`config.mk`:
```
export PLATFORM = sky130hd
export DESIGN_NAME = rvfi_bus_arbiter
export DESIGN_NICKNAME = d
export VERILOG_FILES = /design/src/rtl/rvfi_bus_arbiter_pkg.sv /design/src/rtl/rvfi_bus_rr_pick.sv /design/src/rtl/rvfi_bus_arbiter.sv
export SDC_FILE = /design/constraint.sdc
export NUM_CORES = 1
export LEC_CHECK = 0
export ABC_AREA = 1
export CAP_MARGIN = 20
export CORE_AREA = 2 2 152 154
export CTS_CLUSTER_SIZE = 40
export DETAILED_ROUTE_END_ITERATION = 6
export DIE_AREA = 0 0 154 156
export DONT_BUFFER_PORTS = 1
export GPL_TIMING_DRIVEN = 0
export PLACE_DENSITY_LB_ADDON = 0.05
export SLEW_MARGIN = 0
export SYNTH_ARGS = -nofsm -noshare
export SYNTH_HDL_FRONTEND = slang
export SYNTH_SLANG_ARGS = --single-unit
```
`constraint.sdc`:
```
create_clock -name clock -period 1.65 [get_ports clock]
set_clock_uncertainty 0.1 [all_clocks]
set_input_delay 0.2475 -clock clock [delete_from_list [all_inputs] [get_ports clock]]
set_output_delay 0.2475 -clock clock [all_outputs]
set_load 0.03 [all_outputs]
```
`src/rtl/rvfi_bus_arbiter_pkg.sv`:
```
// Shared FSM state type and byte-mask helper for rvfi_bus_arbiter.
package rvfi_bus_arbiter_pkg;

  typedef enum logic [1:0] {
    ST_IDLE = 2'd0,
    ST_BUSY = 2'd1,
    ST_RESP = 2'd2
  } state_e;

  localparam int MAX_BYTES = 32;

  // Expands a byte-enable mask into a bit mask; callers truncate to their bus width.
  function automatic logic [8*MAX_BYTES-1:0] expand_bytes(input logic [MAX_BYTES-1:0] mask);
    logic [8*MAX_BYTES-1:0] bits;
    bits = '0;
    for (int i = 0; i < MAX_BYTES; i++) begin
      bits[8*i +: 8] = mask[i] ? 8'hFF : 8'h00;
    end
    return bits;
  endfunction

endpackage

```
`src/rtl/rvfi_bus_rr_pick.sv`:
```
// Round-robin picker: first valid requester at or after ptr, wrapping modulo NREQ.
module rvfi_bus_rr_pick
  import rvfi_bus_arbiter_pkg::*;
#(
  parameter int NREQ = 2,
  parameter int IW   = $clog2(NREQ)
) (
  input  logic [NREQ-1:0] valid,
  input  logic [IW-1:0]   ptr,
  output logic            gnt_any,
  output logic [IW-1:0]   gnt_idx
);

  // Scan from the farthest offset down so the nearest valid requester wins.
  always_comb begin
    logic [IW:0] idx;
    idx     = '0;
    gnt_any = 1'b0;
    gnt_idx = '0;
    for (int i = NREQ - 1; i >= 0; i--) begin
      idx = {1'b0, ptr} + (IW+1)'(i);
      if (idx >= (IW+1)'(NREQ)) begin
        idx = idx - (IW+1)'(NREQ);
      end else begin
        idx = idx;
      end
      if (valid[idx[IW-1:0]]) begin
        gnt_any = 1'b1;
        gnt_idx = idx[IW-1:0];
      end else begin
        gnt_any = gnt_any;
      end
    end
  end

endmodule

```
`src/rtl/rvfi_bus_arbiter.sv`:
```
// Round-robin arbiter of NREQ requesters onto one memory port with an RVFI bus trace.
// Trace outputs are live only when RISCV_FORMAL_BUS_TRACE_EN is defined.
module rvfi_bus_arbiter
  import rvfi_bus_arbiter_pkg::*;
#(
  parameter int NREQ   = 2,
  parameter int XLEN   = 32,
  parameter int BUSLEN = 32
) (
  input  logic                     clock,
  input  logic                     resetn,
  input  logic [NREQ-1:0]          req_valid,
  output logic [NREQ-1:0]          req_ready,
  input  logic [NREQ*XLEN-1:0]     req_addr,
  input  logic [NREQ*BUSLEN/8-1:0] req_rmask,
  input  logic [NREQ*BUSLEN/8-1:0] req_wmask,
  input  logic [NREQ*BUSLEN-1:0]   req_wdata,
  input  logic [NREQ-1:0]          req_data,
  output logic [NREQ-1:0]          rsp_valid,
  output logic [BUSLEN-1:0]        rsp_rdata,
  output logic                     mem_valid,
  output logic [XLEN-1:0]          mem_addr,
  output logic [BUSLEN/8-1:0]      mem_wstrb,
  output logic [BUSLEN-1:0]        mem_wdata,
  input  logic                     mem_ready,
  input  logic [BUSLEN-1:0]        mem_rdata,
  output logic                     rvfi_bus_valid,
  output logic                     rvfi_bus_data,
  output logic [XLEN-1:0]          rvfi_bus_addr,
  output logic [BUSLEN/8-1:0]      rvfi_bus_rmask,
  output logic [BUSLEN/8-1:0]      rvfi_bus_wmask,
  output logic [BUSLEN-1:0]        rvfi_bus_rdata,
  output logic [BUSLEN-1:0]        rvfi_bus_wdata
);

  localparam int NB = BUSLEN / 8;
  localparam int IW = $clog2(NREQ);

  state_e            state_q, state_d;
  logic [IW-1:0]     ptr_q, ptr_d, gidx_q, gidx_d;
  logic [XLEN-1:0]   addr_q, addr_d;
  logic [NB-1:0]     rmask_q, rmask_d, wmask_q, wmask_d;
  logic [BUSLEN-1:0] wdata_q, wdata_d, rdata_q, rdata_d;

  logic              gnt_any_s, grant_s;
  logic [IW-1:0]     gnt_idx_s;
  logic [XLEN-1:0]   sel_addr_s;
  logic [NB-1:0]     sel_rmask_s, sel_wmask_s;
  logic [BUSLEN-1:0] sel_wdata_s;

  rvfi_bus_rr_pick #(.NREQ(NREQ), .IW(IW)) u_pick (
    .valid   (req_valid),
    .ptr     (ptr_q),
    .gnt_any (gnt_any_s),
    .gnt_idx (gnt_idx_s)
  );

  assign grant_s     = resetn && (state_q == ST_IDLE) && gnt_any_s;
  assign req_ready   = grant_s ? (NREQ'(1'b1) << gnt_idx_s) : '0;
  assign sel_addr_s  = req_addr[gnt_idx_s*XLEN +: XLEN];
  assign sel_rmask_s = req_rmask[gnt_idx_s*NB +: NB];
  assign sel_wmask_s = req_wmask[gnt_idx_s*NB +: NB];
  assign sel_wdata_s = req_wdata[gnt_idx_s*BUSLEN +: BUSLEN];

  // Read data is masked when captured, so rdata_q already holds only requested bytes.
  always_comb begin
    state_d = state_q;
    ptr_d   = ptr_q;
    gidx_d  = gidx_q;
    addr_d  = addr_q;
    rmask_d = rmask_q;
    wmask_d = wmask_q;
    wdata_d = wdata_q;
    rdata_d = rdata_q;
    case (state_q)
      ST_IDLE: begin
        if (grant_s) begin
          gidx_d  = gnt_idx_s;
          addr_d  = sel_addr_s;
          rmask_d = sel_rmask_s;
          wmask_d = sel_wmask_s;
          wdata_d = sel_wdata_s;
          rdata_d = '0;
          state_d = ((sel_rmask_s | sel_wmask_s) == '0) ? ST_RESP : ST_BUSY;
        end else begin
          state_d = ST_IDLE;
        end
      end
      ST_BUSY: begin
        if (mem_ready) begin
          rdata_d = mem_rdata & BUSLEN'(expand_bytes(MAX_BYTES'(rmask_q)));
          state_d = ST_RESP;
        end else begin
          state_d = ST_BUSY;
        end
      end
      ST_RESP: begin
        state_d = ST_IDLE;
        ptr_d   = (gidx_q == IW'(NREQ - 1)) ? '0 : gidx_q + IW'(1);
      end
      default: state_d = ST_IDLE;
    endcase
  end

  always_ff @(posedge clock) begin
    if (!resetn) begin
      state_q <= ST_IDLE;
      ptr_q   <= '0;
      gidx_q  <= '0;
      addr_q  <= '0;
      rmask_q <= '0;
      wmask_q <= '0;
      wdata_q <= '0;
      rdata_q <= '0;
    end else begin
      state_q <= state_d;
      ptr_q   <= ptr_d;
      gidx_q  <= gidx_d;
      addr_q  <= addr_d;
      rmask_q <= rmask_d;
      wmask_q <= wmask_d;
      wdata_q <= wdata_d;
      rdata_q <= rdata_d;
    end
  end

  assign mem_valid = (state_q == ST_BUSY);
  assign mem_addr  = mem_valid ? addr_q  : '0;
  assign mem_wstrb = mem_valid ? wmask_q : '0;
  assign mem_wdata = mem_valid ? wdata_q : '0;
  assign rsp_valid = (state_q == ST_RESP) ? (NREQ'(1'b1) << gidx_q) : '0;
  assign rsp_rdata = (state_q == ST_RESP) ? rdata_q : '0;

`ifdef RISCV_FORMAL_BUS_TRACE_EN
  logic              data_q, data_d;
  logic              trc_valid_q, trc_valid_d, trc_data_q, trc_data_d;
  logic [XLEN-1:0]   trc_addr_q, trc_addr_d;
  logic [NB-1:0]     trc_rmask_q, trc_rmask_d, trc_wmask_q, trc_wmask_d;
  logic [BUSLEN-1:0] trc_rdata_q, trc_rdata_d, trc_wdata_q, trc_wdata_d;

  // Trace record is loaded on the edge entering RESP and cleared on every other edge.
  always_comb begin
    data_d = grant_s ? req_data[gnt_idx_s] : data_q;
    if (state_d == ST_RESP) begin
      trc_valid_d = 1'b1;
      trc_data_d  = data_d;
      trc_addr_d  = addr_d;
      trc_rmask_d = rmask_d;
      trc_wmask_d = wmask_d;
      trc_rdata_d = rdata_d;
      trc_wdata_d = wdata_d;
    end else begin
      trc_valid_d = 1'b0;
      trc_data_d  = 1'b0;
      trc_addr_d  = '0;
      trc_rmask_d = '0;
      trc_wmask_d = '0;
      trc_rdata_d = '0;
      trc_wdata_d = '0;
    end
  end

  always_ff @(posedge clock) begin
    if (!resetn) begin
      data_q      <= 1'b0;
      trc_valid_q <= 1'b0;
      trc_data_q  <= 1'b0;
      trc_addr_q  <= '0;
      trc_rmask_q <= '0;
      trc_wmask_q <= '0;
      trc_rdata_q <= '0;
      trc_wdata_q <= '0;
    end else begin
      data_q      <= data_d;
      trc_valid_q <= trc_valid_d;
      trc_data_q  <= trc_data_d;
      trc_addr_q  <= trc_addr_d;
      trc_rmask_q <= trc_rmask_d;
      trc_wmask_q <= trc_wmask_d;
      trc_rdata_q <= trc_rdata_d;
      trc_wdata_q <= trc_wdata_d;
    end
  end

  assign rvfi_bus_valid = trc_valid_q;
  assign rvfi_bus_data  = trc_data_q;
  assign rvfi_bus_addr  = trc_addr_q;
  assign rvfi_bus_rmask = trc_rmask_q;
  assign rvfi_bus_wmask = trc_wmask_q;
  assign rvfi_bus_rdata = trc_rdata_q;
  assign rvfi_bus_wdata = trc_wdata_q;
`else
  logic unused_s;
  assign unused_s       = ^req_data;
  assign rvfi_bus_valid = 1'b0;
  assign rvfi_bus_data  = 1'b0;
  assign rvfi_bus_addr  = '0;
  assign rvfi_bus_rmask = '0;
  assign rvfi_bus_wmask = '0;
  assign rvfi_bus_rdata = '0;
  assign rvfi_bus_wdata = '0;
`endif

endmodule

```
After elaboration in Yosys (flattened, before gate mapping):

Cells that the tools add are included.
Widths: inputs -> output; s select.

* logic and storage cells: 63
* input port bits: 183
* register bits: 108

* reduce and logical (&&, ||, !) cells: 7
* bitwise gates (word level): 2
* shifts and indexed selects: 6
* equal/unequal tests: 4
* add/sub/neg operators: 4
* muxes and demuxes: 28
* $lt $le $gt $ge: 4

Operators by type and width (number)
* $mux 32: 5
* $shiftx 64x7->32: 2
* $pmux 32 s2: 1
* $and 32x32->32: 1
* $mux 8: 4
* $shiftx 8x4->4: 2
* $mux 1: 11
* $mux 2: 5
* $logic_not 4->1: 1
* $lt 1x2->1 const B: 2
* $mux 4: 1
* $or 4x4->4: 1
* $pmux 2 s2: 1
* $shl 1x1->2 const A: 2
* $reduce_and 3->1: 1
* $add 1x1->2 const B: 1
* $eq 2x1->1 const B: 1
* $eq 2x2->1 const B: 1
* $ge 1x2->1 const B: 1
* $ge 2x2->1 const B: 1
* $logic_and 1x1->1: 2
* $logic_not 2->1: 1
* $ne 2x1->1 const B: 1
* $ne 2x2->1 const B: 1
* 4 further kinds: 5

Longest topological paths before layout:

* depth in word-level cells: 13
* gate-level depth with buffers: 10
* mapped depth without buffers: 10

Cells and area by module:

From an unflattened synthesis, not the netlist that was laid out.

* cells, all modules: 1105
* area total of the unflattened synthesis: 6547.5 µm²

Modules (own cells, without submodules)
* rvfi_bus_arbiter: cells each 1101, area an instance 6528.8 µm², times used 1
* rvfi_bus_rr_pick: cells each 4, area an instance 18.8 µm², times used 1

Worst setup path after synthesis:

No wires, ideal clock.

* kind: register to output
* start point: register state_q[0]
* end point: output port mem_wdata[11]
* path slack: -155 ps
* data arrival time: 1458 ps
* buffers on the path: 2
* required time: 1302 ps
* stages on the path, launching flop included: 7
* cell sequence: dfxtp_1 -> inv_1 -> nor2_1 -> clkinv_1 -> buf_2 -> buf_1 -> nor2_1

* word-level cells in the longest chain between the ends: 2

Ends and longest elaborated chain
* from (decl): RTL line rvfi_bus_arbiter.sv:39 `state_e state_q, state_d;`
* from (signal assigned): RTL line rvfi_bus_arbiter.sv:116 `state_q <= state_d;`
* $eq 2x1->1: RTL line rvfi_bus_arbiter.sv:127 `assign mem_valid = (state_q == ST_BUSY);`
* $mux 32: RTL line rvfi_bus_arbiter.sv:130 `assign mem_wdata = mem_valid ? wdata_q : '0;`
* to (decl): RTL line rvfi_bus_arbiter.sv:24 `output logic [BUSLEN-1:0] mem_wdata,`

Every way passes these cells.

Worst setup path after layout:

* start point: register state_q[0]
* end point: output port mem_addr[14]

* word-level cells in the longest chain between the ends: 2

Ends and longest elaborated chain
* $eq 2x1->1: RTL line rvfi_bus_arbiter.sv:127
* $mux 32: RTL line rvfi_bus_arbiter.sv:128 `assign mem_addr = mem_valid ? addr_q : '0;`
* to (decl): RTL line rvfi_bus_arbiter.sv:22 `output logic [XLEN-1:0] mem_addr,`

Every way passes these cells.

==> summary.md <==
| Metric | Value |
|---|---|
| Outcome | `finished, violations left` |
| Failing checks | `negative setup slack` |
| Most area-hungry cell type in the Yosys netlist | `dfxtp_1` |
| DR iter-0 viols | `361` |
| Final setup fails | `182` |
| R2R Setup Slk | `-0.08 ns` |
| Final period util | `1.145` |
| Clk sinks | `108` |
| Bufs on Longest Clock Path | `2` |
| Hold slack | `0.05761 ns` |
| Synth top cells by count | `nand2_1, inv_1, nor2_1` |
| Synth Cell Area | `0.006171 mm^2` |
| Mapped Cells | `910` |
| GRT Resource Usage Total | `0.1817` |
| Fill count | `2234` |
| Slew Viols, Final | `0` |
| Final nets | `1421` |
| Initial Util | `0.2759` |
| Share of cells above drive strength 1 | `0.2888` |
| Setup ws final | `-0.2391 ns` |
| Initial antenna violation count | `0` |
| Chip height | `156 um` |
| Ranking of synthesized cells by area | `dfxtp_1, nand2_1, buf_4` |
| Worst vdd ir | `0.0005245 V` |
| WL per Instance | `15.30 um` |
| CTS tree | `yes` |
| GRT overflow | `0` |
| CP Capture Type | `primary output` |
| Hold/Removal Path Class | `in2reg` |
| Top_reg_cell synth | `dfxtp_1` |
| Core region area | `0.02237 mm^2` |
| Endpoints failing hold | `0` |
| CP Data Required Time | `1.30 ns` |
| Clock Latency Late Sink | `0.35 ns` |
| Unrepaired setup endpoints after global routing | `yes` |
| Worst Tran Pin Value | `0.7204 ns` |
| Die area | `0.02402 mm^2` |
| Residual DRC | `0` |
| Asr flop ratio synth | `0` |
| Vias in the first global route | `6226` |
| Syn avg cell area | `6.781 um^2` |
| Die width | `154 um` |
| Crit path time final | `1.889 ns` |
| Hpwl dp | `16070 um` |
| Area grow syn2layout | `74.72%` |
| M1 wire length | `9424 um` |
| Crit path arrival time | `1.54 ns` |
| Final core utilization | `0.4821` |
| Synth top area share | `0.3504` |
| Leak pwr | `4.159 nW` |
| Root buf cell | `clkbuf_16` |
| MaxCap Viol Count | `0` |
| Num rows | `55` |
| Vias | `6457` |
| TritonRoute pass-1 iters | `4` |
| Max_slew headroom | `0.5197` |
| Synth cell types | `26` |
| Fmax | `0.5293 GHz` |
| Via density | `4.226` |
| H-tree depth | `3` |
| Top Layer Used | `met4` |
| Top-count cell post-synth | `nand2_1` |
| Wire length on met2 | `12110 um` |
| Met3 WL post-DR | `1475 um` |
| Sequential cell area fraction in the yosys report | `0.3504` |
| IO buf count | `0` |
| GP Congestion | `0.7968` |
| Multi-input logic area | `0.003616 mm^2` |
| Global-route wire length before repair | `34540 um` |
| DRT Wirelength | `23380 um` |
| Ports | `394` |
| Yosys reg bits | `108` |
| Setup CP Type | `reg2out` |
| Num CTS Buffers | `9` |
| Power Dens Cells | `696.4 mW/mm^2` |
| Reg clk slew, reported paths | `0.08 ns` |
| Number of routed nets with antenna violations | `0` |
| N_diodes | `0` |
| Largest net degree at the start of global routing | `20` |
| Crit path max fanout | `5` |
| Reg area | `0.002167 mm^2` |
| EDFF count, synth | `0` |
| Yosys Warn Count | `0` |
| Power after layout | `7.508 mW` |
| Critical path startpoint category | `register` |
==> cell families (layout without fill, tap and decap cells) <==
kind of cell | after synthesis | count (layout) | synth area share
other | 1 | 106 | 0.0006077
AOI/OAI and AO/OA | 126 | 126 | 0.1306
and+or+nand+nor | 394 | 394 | 0.2607
buffers and inverters | 281 | 509 | 0.2577
DFF | 108 | 108 | 0.3504
==> worst paths after layout <==
check	startpoint	endpoint	depth (start not counted)
setup reg to reg	state_q[1]	addr_q[25]	10
hold / removal	req_wmask[2]	wmask_q[2]	4
hold reg to reg	rdata_q[13]	rdata_q[13]	2
setup / recovery	state_q[0]	mem_addr[14]	6
==> cell type report <==
type | count | share of cell area
Clock inverter | 6 | 0.007079
Multi-Input combinational cell | 626 | 0.3354
Inverter | 121 | 0.04398
Buffer | 159 | 0.1352
Sequential cell | 108 | 0.2010
Tap cell | 285 | 0.03307
Clock buffer | 10 | 0.02217
Timing Repair Buffer | 213 | 0.2221
==> per-stage QoR <==
step	setup TNS [ns]	worst slack [ns]	instances	area (um^2)
finish	-23.07	-0.2391	1528	10780
global route	-38.19	-0.3084	1528	10780
CTS	-23.26	-0.2837	1501	10280
detailed placement	-38.39	-0.5179	1300	7074
global placement	-37.27	-0.4986	1300	7074
floorplan	-0.5655	-0.02828	1015	6718
==> worst max-delay path: stages, from the launching register on <==
cell	delay [ns]
dfxtp_2	0.37
inv_4	0.05
nor2_4	0.12
clkinv_4	0.11
buf_8	0.16
clkbuf_16	0.17
nor2_4	0.21
==> flip-flops by register name, summed over array words and instances (netlist names) <==
register / cells
addr_q: 32
ptr_q: 1
state_q: 2
wmask_q: 4
rmask_q: 4
gidx_q: 1
rdata_q: 32
wdata_q: 32
==> what timing repair did <==
item                                    4_1_cts  5_1_grt
endpoints found under the setup margin      132      203
cloned                                        9       10
hold endpoints to repair                     97        1
hold buffers                                160        1
setup buffers                                17       17
pin swaps                                    18       21
gates resized for setup                     256       48
==> where the power goes <==
| part | switching [mW] | internal [mW] | leakage [nW] |
|---|---|---|---|
| Combinational | 1.28 | 1.04 | 3.12 |
| Sequential | 0.0764 | 2.76 | 0.883 |
| Clock | 1.11 | 1.25 | 0.156 |
| Total | 2.47 | 5.04 | 4.16 |
==> layout by cell type, fill, tap and decap left out, types with 12 or more instances in the layout <==
cell type,n
dfxtp_1,106
a31oi_1,54
nor2_4,105
nand4_1,16
a21oi_1,41
o21ai_0,14
conb_1,106
buf_12,13
dlygate4sd3_1,161
buf_6,24
inv_1,113
clkbuf_16,26
buf_4,128
nand2_1,231
nand2_2,12
==> metal layers <==
layer,track usage,up-vias
li1,-,3269
met1,0.2118,2911
met2,0.3299,253
met3,0.04889,24
met4,0.04539,0
met5,0,-
Power figures use the tool's default switching activity.
